--- src/rtl/arith_pkg.sv ---
// arith_pkg: shared FSM states and sizing helpers for the sequential arithmetic units
package arith_pkg;
    localparam logic IDLE      = 1'b0;
    localparam logic COMPUTING = 1'b1;
    function automatic int cnt_width(input int n);
        return $clog2(n) + 1;
    endfunction
endpackage

--- src/rtl/div_control.sv ---
// div_control: two-state sequencer issuing load, step and the completion pulse
module div_control
    import arith_pkg::*;
(
    input  logic clk,
    input  logic rst,
    input  logic req,
    input  logic cnt_eq_0,
    output logic load,
    output logic step,
    output logic ack
);
    logic state;
    assign load = state == IDLE && req;
    assign step = state == COMPUTING && !cnt_eq_0;
    assign ack  = state == COMPUTING && cnt_eq_0;
    // Leave IDLE on an accepted request, return once the counter has drained
    always_ff @(posedge clk) begin
        if (rst)
            state <= IDLE;
        else if (load)
            state <= COMPUTING;
        else if (ack)
            state <= IDLE;
    end
endmodule

--- src/rtl/div_datapath.sv ---
// div_datapath: restoring shift-subtract registers, comparator and step counter
module div_datapath
    import arith_pkg::*;
#(
    parameter int n = 8
) (
    input  logic         clk,
    input  logic         rst,
    input  logic         load,
    input  logic         step,
    input  logic [n-1:0] sbc,
    input  logic [n-1:0] sc,
    output logic [n-1:0] thuong,
    output logic [n-1:0] du,
    output logic         dz,
    output logic         cnt_eq_0
);
    localparam int cw = cnt_width(n);
    logic [n-1:0]  q, r, d;
    logic [cw-1:0] cnt;
    logic [n:0]    t;
    logic          ge;
    // The partial remainder always ends below the divisor, so only the trial
    // value needs the extra top bit for the compare.
    assign t        = {r, q[n-1]};
    assign ge       = t >= {1'b0, d};
    assign thuong   = q;
    assign du       = r;
    assign cnt_eq_0 = cnt == '0;
    // Capture operands on load, then shift in one quotient bit per step
    always_ff @(posedge clk) begin
        if (rst) begin
            q   <= '0;
            r   <= '0;
            d   <= '0;
            cnt <= '0;
            dz  <= 1'b0;
        end else if (load) begin
            q   <= sbc;
            r   <= '0;
            d   <= sc;
            cnt <= cw'(n);
            dz  <= sc == '0;
        end else if (step) begin
            q   <= {q[n-2:0], ge};
            r   <= ge ? t[n-1:0] - d : t[n-1:0];
            cnt <= cnt - cw'(1);
        end
    end
endmodule

--- src/rtl/divider.sv ---
// divider: sequential unsigned restoring divider with req/ack handshake
module divider
    import arith_pkg::*;
#(
    parameter int n = 8
) (
    input  logic         clk,
    input  logic         rst,
    input  logic [n-1:0] sbc,
    input  logic [n-1:0] sc,
    input  logic         req,
    output logic [n-1:0] thuong,
    output logic [n-1:0] du,
    output logic         dz,
    output logic         ack
);
    logic load, step, cnt_eq_0;
    div_control u_ctrl (
        .clk      (clk),
        .rst      (rst),
        .req      (req),
        .cnt_eq_0 (cnt_eq_0),
        .load     (load),
        .step     (step),
        .ack      (ack)
    );
    div_datapath #(.n(n)) u_dp (
        .clk      (clk),
        .rst      (rst),
        .load     (load),
        .step     (step),
        .sbc      (sbc),
        .sc       (sc),
        .thuong   (thuong),
        .du       (du),
        .dz       (dz),
        .cnt_eq_0 (cnt_eq_0)
    );
endmodule
--- config.mk ---
export PLATFORM = sky130hd
export DESIGN_NAME = divider
export DESIGN_NICKNAME = d
export VERILOG_FILES = /design/src/rtl/arith_pkg.sv /design/src/rtl/div_control.sv /design/src/rtl/div_datapath.sv /design/src/rtl/divider.sv
export SDC_FILE = /design/constraint.sdc
export NUM_CORES = 1
export LEC_CHECK = 0
export CAP_MARGIN = 40
export CORE_MARGIN = 10
export CORE_UTILIZATION = 38
export DETAILED_ROUTE_END_ITERATION = 10
export PLACE_DENSITY = 0.65
export SETUP_SLACK_MARGIN = 0.05
export SYNTH_ARGS = -nofsm -noshare
export SYNTH_HDL_FRONTEND = slang
export SYNTH_HIERARCHICAL = 1
export SYNTH_SLANG_ARGS = --single-unit
export TNS_END_PERCENT = 50
--- constraint.sdc ---
create_clock -name clk -period 2.7 [get_ports clk]
set_clock_uncertainty 0.05 [all_clocks]
set_input_delay 0.27 -clock clk [delete_from_list [all_inputs] [get_ports clk]]
set_output_delay 0.27 -clock clk [all_outputs]
set_load 0.01 [all_outputs]
; Yosys cells after proc, flatten, opt, wreduce, memory -nomap -nowiden
; Index checks and enable logic that the tools add are counted.
[totals]
ff_bits = 30
word_cells = 27
out_inout_bits = 18
[classes]
magnitude_cmp = 1
n_bitwise = 1
addsub = 2
n_reduce_logical = 9
muxes = 7
[ops]
columns = op, count
row1 = $mux W8, 3
row2 = $ge A9 B8 Y1, 1
row3 = $logic_not A8 Y1, 1
row4 = $mux W4, 2
row5 = $sub A8 B8 Y8, 1
row6 = $logic_not A4 Y1, 1
row7 = $reduce_bool A2 Y1, 2
row8 = $sub A4 B1 Y4 const B, 1
row9 = $logic_and A1 B1 Y1, 3
row10 = $mux W1, 2
row11 = $reduce_or A2 Y1, 1
row12 = $logic_not A1 Y1, 1
row13 = $not A1 Y1, 1

; Longest topological paths before layout
[depth]
ltp_word = 5
mapped_depth = 10
mapped_depth_nobuf = 9

; Cells and area by module
; Netlist, hierarchy kept.
[modules_own_cells]
columns = module, cells_each, instances, area_each_um2
row1 = div_datapath, 191, 1, 1609.0
row2 = div_control, 5, 1, 60.1

; Least setup slack after synthesis
; OpenSTA, ideal clock, no wires.
[synth_timing]
path_type = flip-flop to flip-flop
from = register u_dp.q[7] (netlist: u_dp/thuong[7])
to = register u_dp.r[1] (netlist: u_dp/du[1])
arrival_time_ns = 1.829
slack_ns = 0.752
path_stages_with_launch = 9
setup_time_ns = 0.069
required_ns = 2.581
path_cell_list = dfxtp_1 -> inv_1 -> ha_1 -> nand2b_1 -> a31oi_1 -> or3_4 -> nand3_4 -> mux2_2 -> o21ai_1
[synth_between]
elab_chain_cells = 2
word_cells_on_any_way = 3
classes_between = 1 x add/sub / 1 x order compare / 1 x mux
[synth_lines]
columns = element, line_no
row1 = "start, declared", div_datapath.sv:19  ; logic [n-1:0] q, r, d;
row2 = "start signal, assigned", div_datapath.sv:45  ; q <= {q[n-2:0], ge};
row3 = $sub A8 B8 Y8 or $ge A9 B8 Y1 (tied branches), "div_datapath.sv:46, div_datapath.sv:26"
row4 = $mux W8 *, div_datapath.sv:46  ; r <= ge ? t[n-1:0] - d : t[n-1:0];
row5 = "end signal, assigned", div_datapath.sv:46
row6 = "end, declared", div_datapath.sv:19
; Every way passes the cells marked *; elsewhere a longest branch is shown, timed or not.
; A chain may end at the register's enable or synchronous reset.

; Worst setup path after layout
[layout_timing]
from = register u_dp.cnt[0]
to = output port ack
[layout_between]
elab_chain_cells = 2
[layout_lines]
columns = element, line_no
row1 = "start, declared", div_datapath.sv:20  ; logic [cw-1:0] cnt;
row2 = "start signal, assigned", div_datapath.sv:42  ; cnt <= cw'(n);
row3 = "start signal, assigned", div_datapath.sv:47  ; cnt <= cnt - cw'(1);
row4 = $logic_not A4 Y1, div_datapath.sv:29  ; assign cnt_eq_0 = cnt == '0;
row5 = net cnt_eq_0, divider.sv:17  ; logic load, step, cnt_eq_0;
row6 = $logic_and A1 B1 Y1, div_control.sv:16  ; assign ack = state == COMPUTING && cnt_eq_0;
row7 = "end, declared", divider.sv:15  ; output logic ack
; The timed path passes the listed nets, and every way through them passes these cells.

==> metrics.cfg <==
[setup_path]
critPathMaxStageDelay_ns = 0.54
end_kind = output pin
cp.depth = 5
critPathSlowestCell = clkdlybuf4s50_1
critPathCapture = ack
startpoint = u_dp/cnt[0]
crit_buf_inv = 2
crit_family = buffers and inverters
criticalPathCategory = register to output pin
cp_cell_sequence = inv_1, ha_1, nor3b_1, and2_2, clkdlybuf4s50_1
r2r_slack_ns = 0.52
cp_max_fo = 3
r2r-end = u_dp/du[1]
crit_arrival_ns = 1.95
r2r.worst_path.cells = 8
timing.rr.start = u_dp/d[2]
start_kind = register
required_ns = 2.38

[timing]
maxSlewViolCount = 0
fin_tns_setup_ns = 0
fmax_ghz = 0.441
fin_crit_sh_pct = 84.1
rsz0062_at_grt = no
worstMarginPinSlew_ns = 0.602
hold_viol_final = 0
finalSetupViolCount = 0
hold_ws_ns = 0.445
max_slew_margin_pct = 59.7
period_minus_slack_ns = 2.27

[grt]
grt_max_degree = 21
grt_antenna_before_repair = 0
grt_pass1_vias = 1500
groute.usage.overall_pct = 11.0
grt_pass1_wl_um = 6760
grt-ovfl-total = 0

[worst_hold_path]
hold_depth = 2
min_from = u_dp/dz
hp-class = register to register

[routing]
drt-total-wl_um = 3970
first_iter_violations = 75
post_drt_wl_per_cell_um = 13.8
drc = 0
dr_total_vias = 1451
ant_nets = 0
firstDrtPassIters = 4
post_drt_via_cell_ratio = 5.04

[power]
power_uw = 1190
ir_drop_mv = 0.301
p_per_area_nw_per_um2 = 546
p_leak_uw = 0.000841

[cts]
cts_tree = built
post_cts_resized = 0
ctsHoldBuffers = 0
post_cts_buffers = 0
cts_buffers = 5
h-tree-depth = 2
root_buffer = clkbuf_8
clock-sinks = 30
clkTransAtPathRegs_ns = 0.07
cts_buffer_depth = 2
clock_latency_ns = 0.29

[floorplanning]
rows = 24
initial_core_util_pct = 38.9
coreArea_um2 = 4290
die_x_um = 86.3
die_h_um = 86.3
io_pins = 37
dieArea_um2 = 7440

[synth]
synth_compound_area_share_pct = 15.4
yosys.cell_count.top_type = nor2_1
synthTopCellsByCount = 35 x nor2_1, 30 x dfxtp_1, 19 x mux2i_1, 17 x a21oi_1, 12 x inv_1
synth_edf_count = 0
synthMuxAreaShare_pct = 12.7
synth_top_family_by_area = simple AND/OR/NAND/NOR gates
synth-seq-cells = 30
synthArstFlopShare_pct = 0
syn_inst = 196
ys.flop_type = dfxtp_1
synthAdderAreaFrac_pct = 7.95
synth_top_area_share_pct = 36.0
yosys_warnings = 6
synth-xor-area-share_pct = 3.15
synthDistinctLibCells = 41
syn_nets = 225
synth_top_area_cell = dfxtp_1
synthSimpleGateAreaFrac_pct = 20.0
avgSynthCellArea_um2 = 8.52
synth_area_leaders = dfxtp_1 36%, mux2i_1 11%, nor2_1 7.9%
ys_seq_area_share_pct = 36.0
synth_area_um2 = 1670

[cells_and_area]
layout.cells.non_filler = 288
drive_gt1_share_pct = 8.47
fin_nets = 264
fill_cells = 428
seq_area_um2 = 601
final_util_pct = 50.9
synthToLayoutAreaGrowth_pct = 31.0
diodes = 0
multi_input_area_um2 = 990

[placement]
dp_hpwl_um = 3160
port_buffers = 36
gp_congestion = 0.812
dpl.cell_count = 280

[outcome]
status = finished clean

[run]
cap_violations = 0

-- per-layer routing --
layer  global-route usage [%]  share of wire [%]  up-vias
met3                     3.85                6.6        7
met2                     18.3                 45       31
met1                     12.7                 47      659
met5                        0                  0        -
li1                         -                  -      754
met4                     4.42                1.5        0
-- worst reg2reg max path: stages (launching register included) --
cell and delay (ns):
dfxtp_1 0.34, inv_1 0.05, ha_1 0.38, a21o_1 0.14
a31oi_1 0.04, or3_4 0.42, nand3_4 0.15, mux2_2 0.37
o21ai_1 0.16
-- worst min-delay path by stage --
stage / to / slack, ns
2_1_floorplan: u_dp/thuong[1] / 0.36
3_3_place_gp: u_dp/d[5] / 0.43
3_5_place_dp: u_dp/d[0] / 0.44
4_1_cts: u_dp/dz / 0.45
5_1_grt: u_dp/d[4] / 0.48
6_report: u_dp/dz / 0.45
-- cells in the final DEF (no fill, tap or decap), types with 2 or more instances in the layout --
master / instances
clkdlybuf4s50_1: 36
nor2_1: 35
dfxtp_1: 30
mux2i_1: 19
a21oi_1: 17
inv_1: 12
o21ai_0: 10
ha_1: 9
clkbuf_8: 6
nand2_1: 6
nand3_1: 5
o21a_1: 5
buf_4: 4
xnor2_1: 3
xor2_1: 3
nor4_1: 3
nand2b_1: 2
a31oi_1: 2
nor2b_1: 2
or3_1: 2
nand4_1: 2
o21ai_1: 2
-- metrics by stage --
stage	setup slack (ns)	instance area, um2
floorplan	0.752	1670
global placement	0.552	2090
detailed placement	0.517	2090
CTS	0.417	2190
global route	0.265	2190
finish	0.430	2190
-- registers in the layout, indices dropped and copies added, names as in the netlist --
register,cells
u_ctrl/state,1
u_dp/cnt,4
u_dp/d,8
u_dp/du,8
u_dp/dz,1
u_dp/thuong,8
-- area by class of cell --
cell class | instances | share of cell area (%)
Timing Repair Buffer | 40 | 17.9
Clock buffer | 6 | 3.78
Sequential cell | 30 | 27.5
Tap cell | 52 | 2.98
Multi-Input combinational cell | 146 | 45.3
Inverter | 12 | 2.06
Clock inverter | 2 | 0.572
-- kinds of logic after synthesis --
| logic type | Yosys count |
|---|---|
| flip-flops | 30 |
| multiplexers | 21 |
| AO/OA/AOI/OAI | 43 |
| AND/OR/NAND/NOR | 66 |
| XOR/XNOR | 6 |
| buffers and inverters | 20 |
| adder cells (fa/ha/maj) | 10 |
-- where the power goes --
| group | switching, uW | internal, uW | leakage, uW |
|---|---|---|---|
| Combinational | 162 | 166 | 0.000548 |
| Sequential | 20.2 | 469 | 0.000245 |
| Clock | 172 | 204 | 0.0000472 |
| Total | 354 | 839 | 0.000841 |
Note: power is estimated with default switching activity, not from simulation.
